$ cat src/rtl/seq_pattern_tx_if.sv
// Bus between a pattern requester and seq_pattern_tx: start/config in, serial stream and status out.
interface seq_pattern_tx_if #(
    parameter int MAX_LEN = 8,
    parameter int LEN_W   = 4,
    parameter int REP_W   = 4,
    parameter int GAP_W   = 4
);
    logic               start;
    logic [MAX_LEN-1:0] pattern;
    logic [LEN_W-1:0]   len;
    logic [REP_W-1:0]   repeats;
    logic [GAP_W-1:0]   gap;
    logic               abort;
    logic               xout;
    logic               bit_valid;
    logic               frame_start;
    logic               busy;
    logic               done;

    modport master (
        output start, pattern, len, repeats, gap, abort,
        input  xout, bit_valid, frame_start, busy, done
    );

    modport slave (
        input  start, pattern, len, repeats, gap, abort,
        output xout, bit_valid, frame_start, busy, done
    );
endinterface

$ cat src/rtl/seq_pattern_tx.sv
// Serial test-pattern transmitter: shifts a latched pattern MSB-first on xout,
// repeating it with optional idle gaps, under a start/busy/done handshake.
module seq_pattern_tx #(
    parameter int MAX_LEN  = 8,
    parameter int LEN_W    = 4,
    parameter int REP_W    = 4,
    parameter int GAP_W    = 4,
    parameter bit IDLE_VAL = 1'b0
) (
    input  logic             clk,
    input  logic             reset,
    seq_pattern_tx_if.slave  bus
);

    typedef enum logic [1:0] {IDLE, SHIFT, GAP, DONE} state_t;

    state_t             state_q, state_n;
    logic [MAX_LEN-1:0] pat_q, pat_n;
    logic [LEN_W-1:0]   len_q, len_n;
    logic [LEN_W-1:0]   idx_q, idx_n;
    logic [REP_W-1:0]   frm_q, frm_n;
    logic [GAP_W-1:0]   gapv_q, gapv_n;
    logic [GAP_W-1:0]   gcnt_q, gcnt_n;
    logic               xout_q, xout_n;
    logic               bv_q, bv_n;
    logic               fs_q, fs_n;
    logic               busy_q, busy_n;
    logic               done_q, done_n;
    logic [LEN_W-1:0]   len_in;

    function automatic logic pick(input logic [MAX_LEN-1:0] p, input logic [LEN_W-1:0] i);
        logic b;
        b = 1'b0;
        for (int k = 0; k < MAX_LEN; k++)
            if (LEN_W'(k) == i) b = p[k];
        return b;
    endfunction

    always_comb len_in = (bus.len > LEN_W'(MAX_LEN)) ? LEN_W'(MAX_LEN) : bus.len;

    // Outputs are computed for the cycle being entered and registered, so
    // the first bit appears the cycle right after start is accepted.
    always_comb begin
        state_n = state_q;
        pat_n   = pat_q;
        len_n   = len_q;
        idx_n   = idx_q;
        frm_n   = frm_q;
        gapv_n  = gapv_q;
        gcnt_n  = gcnt_q;
        xout_n  = IDLE_VAL;
        bv_n    = 1'b0;
        fs_n    = 1'b0;
        busy_n  = 1'b0;
        done_n  = 1'b0;
        case (state_q)
            IDLE: begin
                if (bus.start && bus.len != '0) begin
                    state_n = SHIFT;
                    pat_n   = bus.pattern;
                    len_n   = len_in;
                    frm_n   = bus.repeats;
                    gapv_n  = bus.gap;
                    idx_n   = len_in - 1'b1;
                    xout_n  = pick(bus.pattern, len_in - 1'b1);
                    bv_n    = 1'b1;
                    fs_n    = 1'b1;
                    busy_n  = 1'b1;
                end
            end
            SHIFT: begin
                busy_n = 1'b1;
                if (idx_q != '0) begin
                    idx_n  = idx_q - 1'b1;
                    xout_n = pick(pat_q, idx_q - 1'b1);
                    bv_n   = 1'b1;
                end else if (frm_q == '0) begin
                    state_n = DONE;
                    done_n  = 1'b1;
                end else begin
                    frm_n = frm_q - 1'b1;
                    if (gapv_q != '0) begin
                        state_n = GAP;
                        gcnt_n  = gapv_q;
                    end else begin
                        idx_n  = len_q - 1'b1;
                        xout_n = pick(pat_q, len_q - 1'b1);
                        bv_n   = 1'b1;
                        fs_n   = 1'b1;
                    end
                end
            end
            GAP: begin
                busy_n = 1'b1;
                // gcnt holds the gap cycles remaining including this one
                if (gcnt_q == GAP_W'(1)) begin
                    state_n = SHIFT;
                    idx_n   = len_q - 1'b1;
                    xout_n  = pick(pat_q, len_q - 1'b1);
                    bv_n    = 1'b1;
                    fs_n    = 1'b1;
                end else begin
                    gcnt_n = gcnt_q - 1'b1;
                end
            end
            DONE: state_n = IDLE;
            default: state_n = IDLE;
        endcase
        if (state_q != IDLE && bus.abort) begin
            state_n = IDLE;
            xout_n  = IDLE_VAL;
            bv_n    = 1'b0;
            fs_n    = 1'b0;
            busy_n  = 1'b0;
            done_n  = 1'b0;
        end
    end

    always_ff @(posedge clk or negedge reset) begin
        if (!reset) begin
            state_q <= IDLE;
            pat_q   <= '0;
            len_q   <= '0;
            idx_q   <= '0;
            frm_q   <= '0;
            gapv_q  <= '0;
            gcnt_q  <= '0;
            xout_q  <= IDLE_VAL;
            bv_q    <= 1'b0;
            fs_q    <= 1'b0;
            busy_q  <= 1'b0;
            done_q  <= 1'b0;
        end else begin
            state_q <= state_n;
            pat_q   <= pat_n;
            len_q   <= len_n;
            idx_q   <= idx_n;
            frm_q   <= frm_n;
            gapv_q  <= gapv_n;
            gcnt_q  <= gcnt_n;
            xout_q  <= xout_n;
            bv_q    <= bv_n;
            fs_q    <= fs_n;
            busy_q  <= busy_n;
            done_q  <= done_n;
        end
    end

    assign bus.xout        = xout_q;
    assign bus.bit_valid   = bv_q;
    assign bus.frame_start = fs_q;
    assign bus.busy        = busy_q;
    assign bus.done        = done_q;

endmodule

$ cat src/flat_wrapper.sv
// flat-port wrapper written by rule: the top's interface ports become plain ports
module seq_pattern_tx_flat 
#(
    parameter int MAX_LEN  = 8,
    parameter int LEN_W    = 4,
    parameter int REP_W    = 4,
    parameter int GAP_W    = 4,
    parameter bit IDLE_VAL = 1'b0
)
  (clk, reset, bus_start, bus_pattern, bus_len, bus_repeats, bus_gap, bus_abort, bus_xout, bus_bit_valid, bus_frame_start, bus_busy, bus_done);
  seq_pattern_tx_if #(.MAX_LEN(MAX_LEN), .LEN_W(LEN_W), .REP_W(REP_W), .GAP_W(GAP_W)) bus_i ();
  input  logic clk;
  input  logic reset;
  input wire logic [$bits(bus_i.start)-1:0] bus_start;
  input wire logic [$bits(bus_i.pattern)-1:0] bus_pattern;
  input wire logic [$bits(bus_i.len)-1:0] bus_len;
  input wire logic [$bits(bus_i.repeats)-1:0] bus_repeats;
  input wire logic [$bits(bus_i.gap)-1:0] bus_gap;
  input wire logic [$bits(bus_i.abort)-1:0] bus_abort;
  output wire logic [$bits(bus_i.xout)-1:0] bus_xout;
  output wire logic [$bits(bus_i.bit_valid)-1:0] bus_bit_valid;
  output wire logic [$bits(bus_i.frame_start)-1:0] bus_frame_start;
  output wire logic [$bits(bus_i.busy)-1:0] bus_busy;
  output wire logic [$bits(bus_i.done)-1:0] bus_done;
  assign bus_i.start = bus_start;
  assign bus_i.pattern = bus_pattern;
  assign bus_i.len = bus_len;
  assign bus_i.repeats = bus_repeats;
  assign bus_i.gap = bus_gap;
  assign bus_i.abort = bus_abort;
  assign bus_xout = bus_i.xout;
  assign bus_bit_valid = bus_i.bit_valid;
  assign bus_frame_start = bus_i.frame_start;
  assign bus_busy = bus_i.busy;
  assign bus_done = bus_i.done;
  seq_pattern_tx #(.MAX_LEN(MAX_LEN), .LEN_W(LEN_W), .REP_W(REP_W), .GAP_W(GAP_W), .IDLE_VAL(IDLE_VAL)) u_core (.clk(clk), .reset(reset), .bus(bus_i));
endmodule
$ cat config.mk
export PLATFORM = sky130hd
export DESIGN_NAME = seq_pattern_tx_flat
export DESIGN_NICKNAME = d
export VERILOG_FILES = /design/src/rtl/seq_pattern_tx_if.sv /design/src/rtl/seq_pattern_tx.sv /design/src/flat_wrapper.sv
export SDC_FILE = /design/constraint.sdc
export NUM_CORES = 1
export LEC_CHECK = 0
export ABC_CLOCK_PERIOD_IN_PS = 1800
export BUFFER_PORTS_ARGS = -buffer_cell sky130_fd_sc_hd__buf_2
export CORE_UTILIZATION = 50
export DETAILED_ROUTE_END_ITERATION = 10
export PLACE_DENSITY = 0.74
export SETUP_SLACK_MARGIN = 0.02
export SLEW_MARGIN = 20
export SYNTH_ARGS = -nofsm -noshare
export SYNTH_HDL_FRONTEND = slang
export SYNTH_SLANG_ARGS = --single-unit
$ cat constraint.sdc
create_clock -name clk -period 1.8 [get_ports clk]
set_input_delay 0.18 -clock clk [delete_from_list [all_inputs] [get_ports clk]]
set_output_delay 0.18 -clock clk [all_outputs]
set_load 0.02 [all_outputs]
# Yosys cells after proc, flatten, opt, wreduce, memory -nomap -nowiden
# Cells that the tools add are included.
# word_totals
ff_bits	35
wordCells	145
input_bits	24
output_inout_bits	5
# classes
n_eq_ne	37
mux	70
order_cmp	1
n_addsub	5
reduce_logical	20
# ops
op	count
2-to-1 mux 4 bit	13
equality test 3 x 4 -> 1 bit (first input constant)	12
2-to-1 mux 1 bit	43
equality test 2 x 4 -> 1 bit (first input constant)	6
subtractor 4 x 1 -> 4 bit (second input constant)	5
zero test 4 bit	4
one-hot mux 4 bit (2 select lines)	2
equality test 1 x 4 -> 1 bit (first input constant)	3
2-to-1 mux 2 bit	6
one-hot mux 4 bit (3 select lines)	1
nonzero test 4 bit	3
AND reduction 5 bit	2
one-hot mux 1 bit (3 select lines)	3
one-hot mux 2 bit (4 select lines)	1
AND reduction 4 bit	2
!= test 2 x 1 -> 1 bit (second input constant)	3
!= test 2 bit (second input constant)	3
!= test 3 x 1 -> 1 bit (second input constant)	2
!= test 3 x 2 -> 1 bit (second input constant)	2
nonzero test 2 bit	3
equality test 2 bit (second input constant)	2
equality test 4 x 1 -> 1 bit (second input constant)	1
greater-than comparator 4 bit (second input constant)	1
!= test 4 x 1 -> 1 bit (second input constant)	1
8 further kinds	9

# Logic depth before layout (Yosys ltp)
# Gate-level depths: netlist of run 1.
# depth
ltp_word	15
depth_mapped	8
ltp_nobuf	8

# Worst setup path before layout of run 1
# OpenSTA, ideal clock, no wires.
# synth_path
kind	register -> register
start	reg u_core.idx_q[0]
end	reg u_core.frm_q[0]
period_less_slack_ns	1.799
stages_incl_launch_ff	8
n_path_buf	0
setup_time_ns	0.083
t_required_ns	1.717
arrival_time_ns	1.717
path_slack_ns	0.001
path_cell_list	dfrtp_1 > inv_1 > ha_1 > nand2b_4 > o21ai_4 > o2111ai_4 > or3_1 > o21ai_0
# synth_via
elab_chain_cells	3
# synth_lines
item	line	rtl
from (decl)	seq_pattern_tx.sv:20	logic [LEN_W-1:0] idx_q, idx_n;
from (signal assigned)	seq_pattern_tx.sv:137	idx_q <= idx_n;
nonzero test 4 bit	seq_pattern_tx.sv:73	if (idx_q != '0) begin
!= test 2 bit (no source line)	-	
AND reduction 4 bit (no source line)	-	
to (signal assigned)	seq_pattern_tx.sv:138	frm_q <= frm_n;
to (decl)	seq_pattern_tx.sv:21	logic [REP_W-1:0] frm_q, frm_n;
# No other way between the ends.
# A chain may end at the register's enable or synchronous reset.

# Worst setup path after layout of run 1
# layout_path
start	reg u_core.gapv_q[2]
end	reg u_core.state_q[0]
# layout_via
elab_chain_cells	3
# layout_lines
item	line	rtl
from (decl)	seq_pattern_tx.sv:22	logic [GAP_W-1:0] gapv_q, gapv_n;
from (signal assigned)	seq_pattern_tx.sv:139	gapv_q <= gapv_n;
nonzero test 4 bit	seq_pattern_tx.sv:82	if (gapv_q != '0) begin
!= test 4 x 1 -> 1 bit (no source line)	-	
AND reduction 4 bit (no source line)	-	
to (signal assigned)	seq_pattern_tx.sv:134	state_q <= state_n;
to (decl)	seq_pattern_tx.sv:17	state_t state_q, state_n;
# No other way between the ends.

==> reports/results.md, run 1 <==
| Group | Item | This run |
| --- | --- | --- |
| routing | Number of vias per cell | 5.68 |
| synth | Synth area leader | dfrtp_1 |
| clocking | Later-pin clock latency in the skew report | 290 ps |
| synth | Sequential fraction of the synthesis area | 37.8% |
| cells and area | Leading cell types in the layout, fill and taps excluded | buf_4, dfrtp_1, buf_2 |
| placement | Pre-CTS setup slack | -150 ps |
| clocking | Maximum buffer depth of the clock tree | 2 |
| timing | RSZ-0062 raised after global routing | yes |
| timing | Max Clock Skew | 4.03 ps |
| worst setup path | Sort of element at the start of the critical path | register |
| floorplan | Row count | 24 |
| floorplan | I/O pin count | 29 |
| global routing | Antenna violations before repair | 0 |
| synth | Share of async-settable or async-resettable flops after synthesis | 100% |
| synth | Register bit count reported by yosys | 35 |
| worst setup path | Highest net fanout along the worst path | 3 |
| timing | Final hold vios | 0 |
| routing | Antenna-violating nets left | 0 |
| floorplan | Vertical extent of the die | 70.1 um |
| pwr | Maximum resistive drop on vdd | 852 uV |
| global routing | Largest net degree at the start of global routing | 36 |
| cells and area | Net count, final | 355 |
| global routing | Global routing usage summed across all routing layers | 23.3% |
| synth | Count of synthesis-stage warnings from yosys | 0 |
| synth | Post-synthesis cell count | 237 |
| placement | Last weighted congestion value of the routability-driven placer | 0.890 |
| worst setup path | Type of element capturing the critical path | register |
| flow run | Max Cap Violations | 0 |
| worst setup path | Critical path data required time | 1980 ps |
| outcome | Status | finished, final reports clean |
| cells and area | Synth-to-Final Area Change | 35.2% |
| clocking | Number of sinks driven by the clock tree | 35 |
| cells and area | Antenna fix cells | 0 |
| pwr | Lkg Pwr | 0.00143 uW |
| cells and area | Layout cells sized above 1 | 44.6% |
| synth | Count of flip-flops with a built-in enable after synthesis | 0 |
| timing | Final worst setup slack | 6.33 ps |
| cells and area | Commonest non-fill, non-tap cell in the layout | buf_4 |
| clocking | Clock tree from TritonCTS | done |
| clocking | Cts bufs inserted | 5 |
| synth | Cell area after synthesis | 0.00232 mm2 |
| timing | Shortest clock period the worst path allows after layout | 1790 ps |
| routing | Detail-routed net length per standard cell | 15.3 um |
| placement | Number of input and output port buffers inserted | 28 |
| global routing | Wire length of the first global-routing pass | 8830 um |
| synth | Mapped Avg Cell Area | 9.77 um2 |
| routing | Detailed-route via count | 2069 |
| clocking | Clock slew at the register clock pins of the worst setup and hold paths | 70 ps |
| floorplan | Core Box Area | 0.00441 mm2 |
| floorplan | Horizontal die dimension | 70.1 um |
| pwr | Total design power | 5790 uW |
| global routing | Grt ovf | 0 |
| worst setup path | Arrival time reported for the critical path endpoint | 1970 ps |
| routing | Final routed DRC violation total | 0 |
| timing | Fin. max-slew vios | 0 |
| timing | Final setup violation count | 0 |
| synth | Synth cell types | 53 |
| timing | Achievable frequency | 558 MHz |
| routing | Starting DRT DRC Count | 103 |
| timing | Share of the clock period used by the worst path after layout | 99.6% |
| global routing | Number of global-route vias before repair | 1961 |
| routing | Total Wirelength | 5570 um |
| timing | Accumulated negative setup slack | 0 ps |
| pwr | Total power divided by cell area | 1850 mW/mm2 |
| floorplan | Die ar. | 0.00491 mm2 |
| placement | DP HPWL | 3980 um |
| synth | Most used DFF post-synth | dfrtp_1 |
| floorplan | Effective utilization at floorplan | 52.5% |
| timing | Slew at the pin closest to its max-slew limit | 803 ps |
| synth | Main area contributors after synthesis | dfrtp_1, ha_1, mux2_2, o21ai_0, inv_1 |
| clocking | CTS Root Cell | clkbuf_8 |
| worst hold path | Path class of the lowest-slack min-delay path | in2reg |
| timing | Worst-case headroom to the max-slew limit | 46.5% |
| clocking | Number of H-tree branching levels | 2 |
| synth | Area share of the largest cell type after synthesis | 37.8% |
| routing | Length of the first detailed-routing pass in iterations | 4 |
| synth | Syn Nets | 281 |
| worst setup path | Type of the worst setup path | reg2reg |
## cell type report
class	instances	area, um2
clock buffers	8	100
fillers	335	1280
inverters	22	82.6
multi-input cells	172	1490
flip-flops and latches	35	877
well taps	52	65.1
repair buffers	75	518
## final timing paths
path	from	to	slack, ps	cells after the start
min reg2reg	u_core.pat_q[6]	u_core.pat_q[6]	530	2
max in group asynchronous	reset	u_core.state_q[0]	740	2
max	u_core.gapv_q[2]	u_core.state_q[0]	6	5
max reg2reg	u_core.gapv_q[2]	u_core.state_q[0]	6	5
min	bus_gap[1]	u_core.gapv_q[1]	110	2
min in group asynchronous	reset	u_core.idx_q[1]	500	2
## synthesized netlist by cell type (3+ instances only)
| cell type | number |
|---|---|
| dfrtp_1 | 35 |
| inv_1 | 22 |
| o21ai_0 | 22 |
| ha_1 | 20 |
| nand2_1 | 18 |
| mux2_2 | 12 |
| nor2_1 | 11 |
| a21oi_1 | 10 |
| mux2i_1 | 6 |
| nand2b_1 | 5 |
| nand3b_1 | 5 |
| nor3_1 | 5 |
| a221oi_1 | 4 |
| clkbuf_1 | 4 |
| nor2b_1 | 4 |
| xnor2_1 | 4 |
| nor4_1 | 3 |
| o221ai_1 | 3 |
| or3_1 | 3 |
## stage by stage
step | area [um2] | util, % | hold slack, ps | instances
floorplan | 2330 | - | -116 | 237
global placement | 2800 | 63.4 | 311 | 350
detailed placement | 2800 | 63.4 | 313 | 350
CTS | 2930 | 66.4 | 108 | 359
global route | 3130 | 70.9 | 107 | 364
finish | 3130 | 70.9 | 114 | 364
## critical path, stage by stage (launching register included)
cell and delay, ps:
dfrtp_1 400, or4_4 560, or3_4 360, nand3_2 100, mux2i_1 200, nor2_1 70
## logic make-up (layout without fill, tap and decap cells)
group	after synthesis	in the layout	synth area share [%]
compound gates	59	59	17.7
xor+xnor	5	5	1.89
fa+ha+maj	20	20	10.8
buf+inv	30	105	5.46
flops	35	35	37.8
mux	18	18	8.43
simple gates	70	70	17.9
## metal layers
metal / global-route usage (%) / share of wire (%) / vias to the layer above
met4: 8.00 / 1.3 / 0
met5: 0 / 0 / -
met3: 5.48 / 4.1 / 10
met2: 38.5 / 49 / 62
met1: 29.8 / 45 / 1000
li1: - / - / 997
## sequential cells by signal, summed over array words and instances (netlist names)
name,count
u_core.bus.bit_valid,1
u_core.bus.busy,1
u_core.bus.done,1
u_core.bus.frame_start,1
u_core.bus.xout,1
u_core.frm_q,4
u_core.gapv_q,4
u_core.gcnt_q,4
u_core.idx_q,4
u_core.len_q,4
u_core.pat_q,8
u_core.state_q,2
## power breakdown
| group | internal [uW] | switching [uW] |
|---|---|---|
| sequential | 1180 | 396 |
| combinational | 1830 | 1740 |
| clock | 349 | 286 |
## timing repair
action,CTS,global route
setup endpoints to repair,6,14
resized for setup,7,49
setup buffers,0,5
hold endpoints to repair,19,0
hold buffers,1,0
pin swaps,2,23
No activity file was read; power rests on OpenSTA's default activity.
==> run 2: changes to the inputs <==
--- a/config.mk
+++ b/config.mk
@@ -6,7 +6,7 @@
 export NUM_CORES = 1
 export LEC_CHECK = 0
 export ABC_CLOCK_PERIOD_IN_PS = 1800
-export BUFFER_PORTS_ARGS = -buffer_cell sky130_fd_sc_hd__buf_2
+export BUFFER_PORTS_ARGS = -buffer_cell sky130_fd_sc_hd__clkbuf_2
 export CORE_UTILIZATION = 50
 export DETAILED_ROUTE_END_ITERATION = 10
 export PLACE_DENSITY = 0.74
==> run 2 against run 1 <==
Effect of this change:
- the flow now finishes with violations (setup timing)
- setup slack got worse by 11 ps
- first-iteration DRC count decreased by 27%
- die area stayed put
- cell count up 3.3%
- register-to-register slack barely moved
- critical path type unchanged
- critical endpoint is now u_core.bus.xout
==> reports/results.md, run 2 (synthesized netlist as in run 1, its figures left out) <==
| Group | Item | This run |
| --- | --- | --- |
| timing | Max Clock Skew | 7.50 ps |
| global routing | Global routing usage summed across all routing layers | 23.9% |
| pwr | Lkg Pwr | 0.00148 uW |
| clocking | Number of H-tree branching levels | 2 |
| worst setup path | Launching point of the worst reg2reg path | u_core.len_q[0] |
| clocking | Later-pin clock latency in the skew report | 290 ps |
| floorplan | Horizontal die dimension | 70.1 um |
| global routing | Antenna violations before repair | 0 |
| floorplan | Die ar. | 0.00491 mm2 |
| cells and area | Flip-flop count of the largest register, all copies and words added | 8 |
| cells and area | Fin area | 0.00323 mm2 |
| global routing | Grt ovf | 0 |
| timing | Achievable frequency | 554 MHz |
| routing | Number of vias per cell | 5.48 |
| timing | Share of the clock period used by the worst path after layout | 100% |
| worst setup path | Type of the worst setup path | reg2reg |
| clocking | Number of sinks driven by the clock tree | 35 |
| worst setup path | Type of element capturing the critical path | register |
| timing | Slew at the pin closest to its max-slew limit | 453 ps |
| cells and area | Antenna fix cells | 0 |
| placement | Placed standard-cell area | 0.00287 mm2 |
| cells and area | Net count, final | 367 |
| placement | Placed Cells incl. Taps | 356 |
| placement | Number of input and output port buffers inserted | 28 |
| worst hold path | Path class of the lowest-slack min-delay path | in2reg |
| timing | Worst-case headroom to the max-slew limit | 69.5% |
| worst setup path | Critical path data required time | 1970 ps |
| clocking | Clock tree from TritonCTS | done |
| global routing | Largest net degree at the start of global routing | 36 |
| clocking | Cts bufs inserted | 5 |
| worst setup path | Terminus of the critical flop-to-flop path | u_core.bus.xout |
| clocking | Maximum buffer depth of the clock tree | 2 |
| timing | Fin. max-slew vios | 0 |
| routing | Detail-routed net length per standard cell | 15.0 um |
| worst setup path | Arrival time reported for the critical path endpoint | 1980 ps |
| clocking | CTS Root Cell | clkbuf_8 |
| floorplan | Effective utilization at floorplan | 52.5% |
| cells and area | Final standard cell count with taps included and fillers excluded | 376 |
| routing | Starting DRT DRC Count | 75 |
| worst hold path | Min-Delay Endpoint | u_core.gapv_q[1] |
| cells and area | FILL cells | 321 |
| cells and area | Layout cells sized above 1 | 47.8% |
| timing | RSZ-0062 raised after global routing | yes |
| timing | Hold_ws | 113 ps |
| timing | Final worst setup slack | -4.27 ps |
| cells and area | Leading cell types in the layout, fill and taps excluded | buf_4, dfrtp_1, clkbuf_2 |
| routing | Length of the first detailed-routing pass in iterations | 4 |
| worst hold path | Worst hold stages | 2 |
| floorplan | I/O pin count | 29 |
| routing | Total Wirelength | 5630 um |
| placement | DP HPWL | 4060 um |
| routing | Antenna-violating nets left | 0 |
| placement | Last weighted congestion value of the routability-driven placer | 0.840 |
| floorplan | Core Box Area | 0.00441 mm2 |
| floorplan | Row count | 24 |
| routing | Final routed DRC violation total | 0 |
| timing | Final setup violation count | 1 |
| outcome | Status | complete, but fails checks |
| cells and area | Synth-to-Final Area Change | 39.6% |
| floorplan | Vertical extent of the die | 70.1 um |
| worst hold path | Beginning of the worst hold path | bus_gap[1] |
| flow run | Max Cap Violations | 0 |
| worst setup path | Highest net fanout along the worst path | 4 |
| worst setup path | Sort of element at the start of the critical path | register |
| cells and area | Top reg by flops | u_core.pat_q |
| pwr | Total power divided by cell area | 1810 mW/mm2 |
| pwr | Maximum resistive drop on vdd | 846 uV |
| routing | Detailed-route via count | 2059 |
| outcome | Violations in the final reports | setup timing |
| timing | Shortest clock period the worst path allows after layout | 1800 ps |
| clocking | Clock slew at the register clock pins of the worst setup and hold paths | 80 ps |
| cells and area | Post-route core utilization | 73.2% |
| global routing | Wire length of the first global-routing pass | 9220 um |
| worst setup path | Setup slack of the most critical reg-to-reg path | -4 ps |
| global routing | Number of global-route vias before repair | 2057 |
| worst setup path | Startpoint of the worst setup timing path | u_core.len_q[0] |
| cells and area | Commonest non-fill, non-tap cell in the layout | buf_4 |
| timing | Final hold vios | 0 |
| worst setup path | Cell depth of the worst flop-to-flop path | 7 |
run 2: cell types whose count changed in the layout (fill, tap and decap cells not counted), sizes merged:
cell / before / now
clkinvlp: 0 / 1
clkbuf: 8 / 35
clkinv: 0 / 1
buf: 74 / 57
run 2: cell type report:
type                       instances  area (um2)  area share, %
tap                               52        65.1           2.01
multi-input combinational        172        1480           45.9
sequential                        35         881           27.2
clock buffer                       6        72.6           2.24
inverter                          22        85.1           2.63
clock inverter                     2        12.5          0.387
timing repair buffer              87         634           19.6
run 2: worst max path at each step:
stage	slack [ps]	to
6_report	-4	u_core.bus.xout
5_1_grt	-50	u_core.bus.xout
4_1_cts	-20	u_core.bus.xout
3_5_place_dp	-140	u_core.bus.xout
3_3_place_gp	-70	u_core.bus.xout
2_1_floorplan	40	u_core.frm_q[0]
run 2: layer usage:
layer	wire (um)	global-route usage (%)
met5	0	0
met4	71	8.22
met3	159	4.47
met2	2780	41.9
met1	2620	29.2
run 2: through the flow:
stage	total power, uW	worst slack (ps)	TNS (ps)
finish	5850	-4.27	-4.27
global route	6270	-47.5	-48.2
CTS	5390	-16.0	-16.0
detailed placement	4550	-136	-212
global placement	4440	-66.9	-83.3
floorplan	3410	43.7	0
run 2: repair_timing:
action,4_1_cts,5_1_grt
pin swaps,3,19
buffers inserted,6,5
hold buffers,1,0
endpoints found under the hold margin,35,0
endpoints found under the setup margin,10,14
resized for setup,10,52
run 2: power by group:
group	internal, uW	total (uW)	switching [uW]
Combinational	1960	3710	1750
Sequential	1190	1580	392
Clock	270	565	294
run 2: critical path, stage by stage (launching register included):
cell      delay (ps)
dfrtp_1          420
buf_4            170
ha_2             190
nand2_1           70
o21ai_0           90
a311oi_1         290
nor4_1            80
or3_1            380
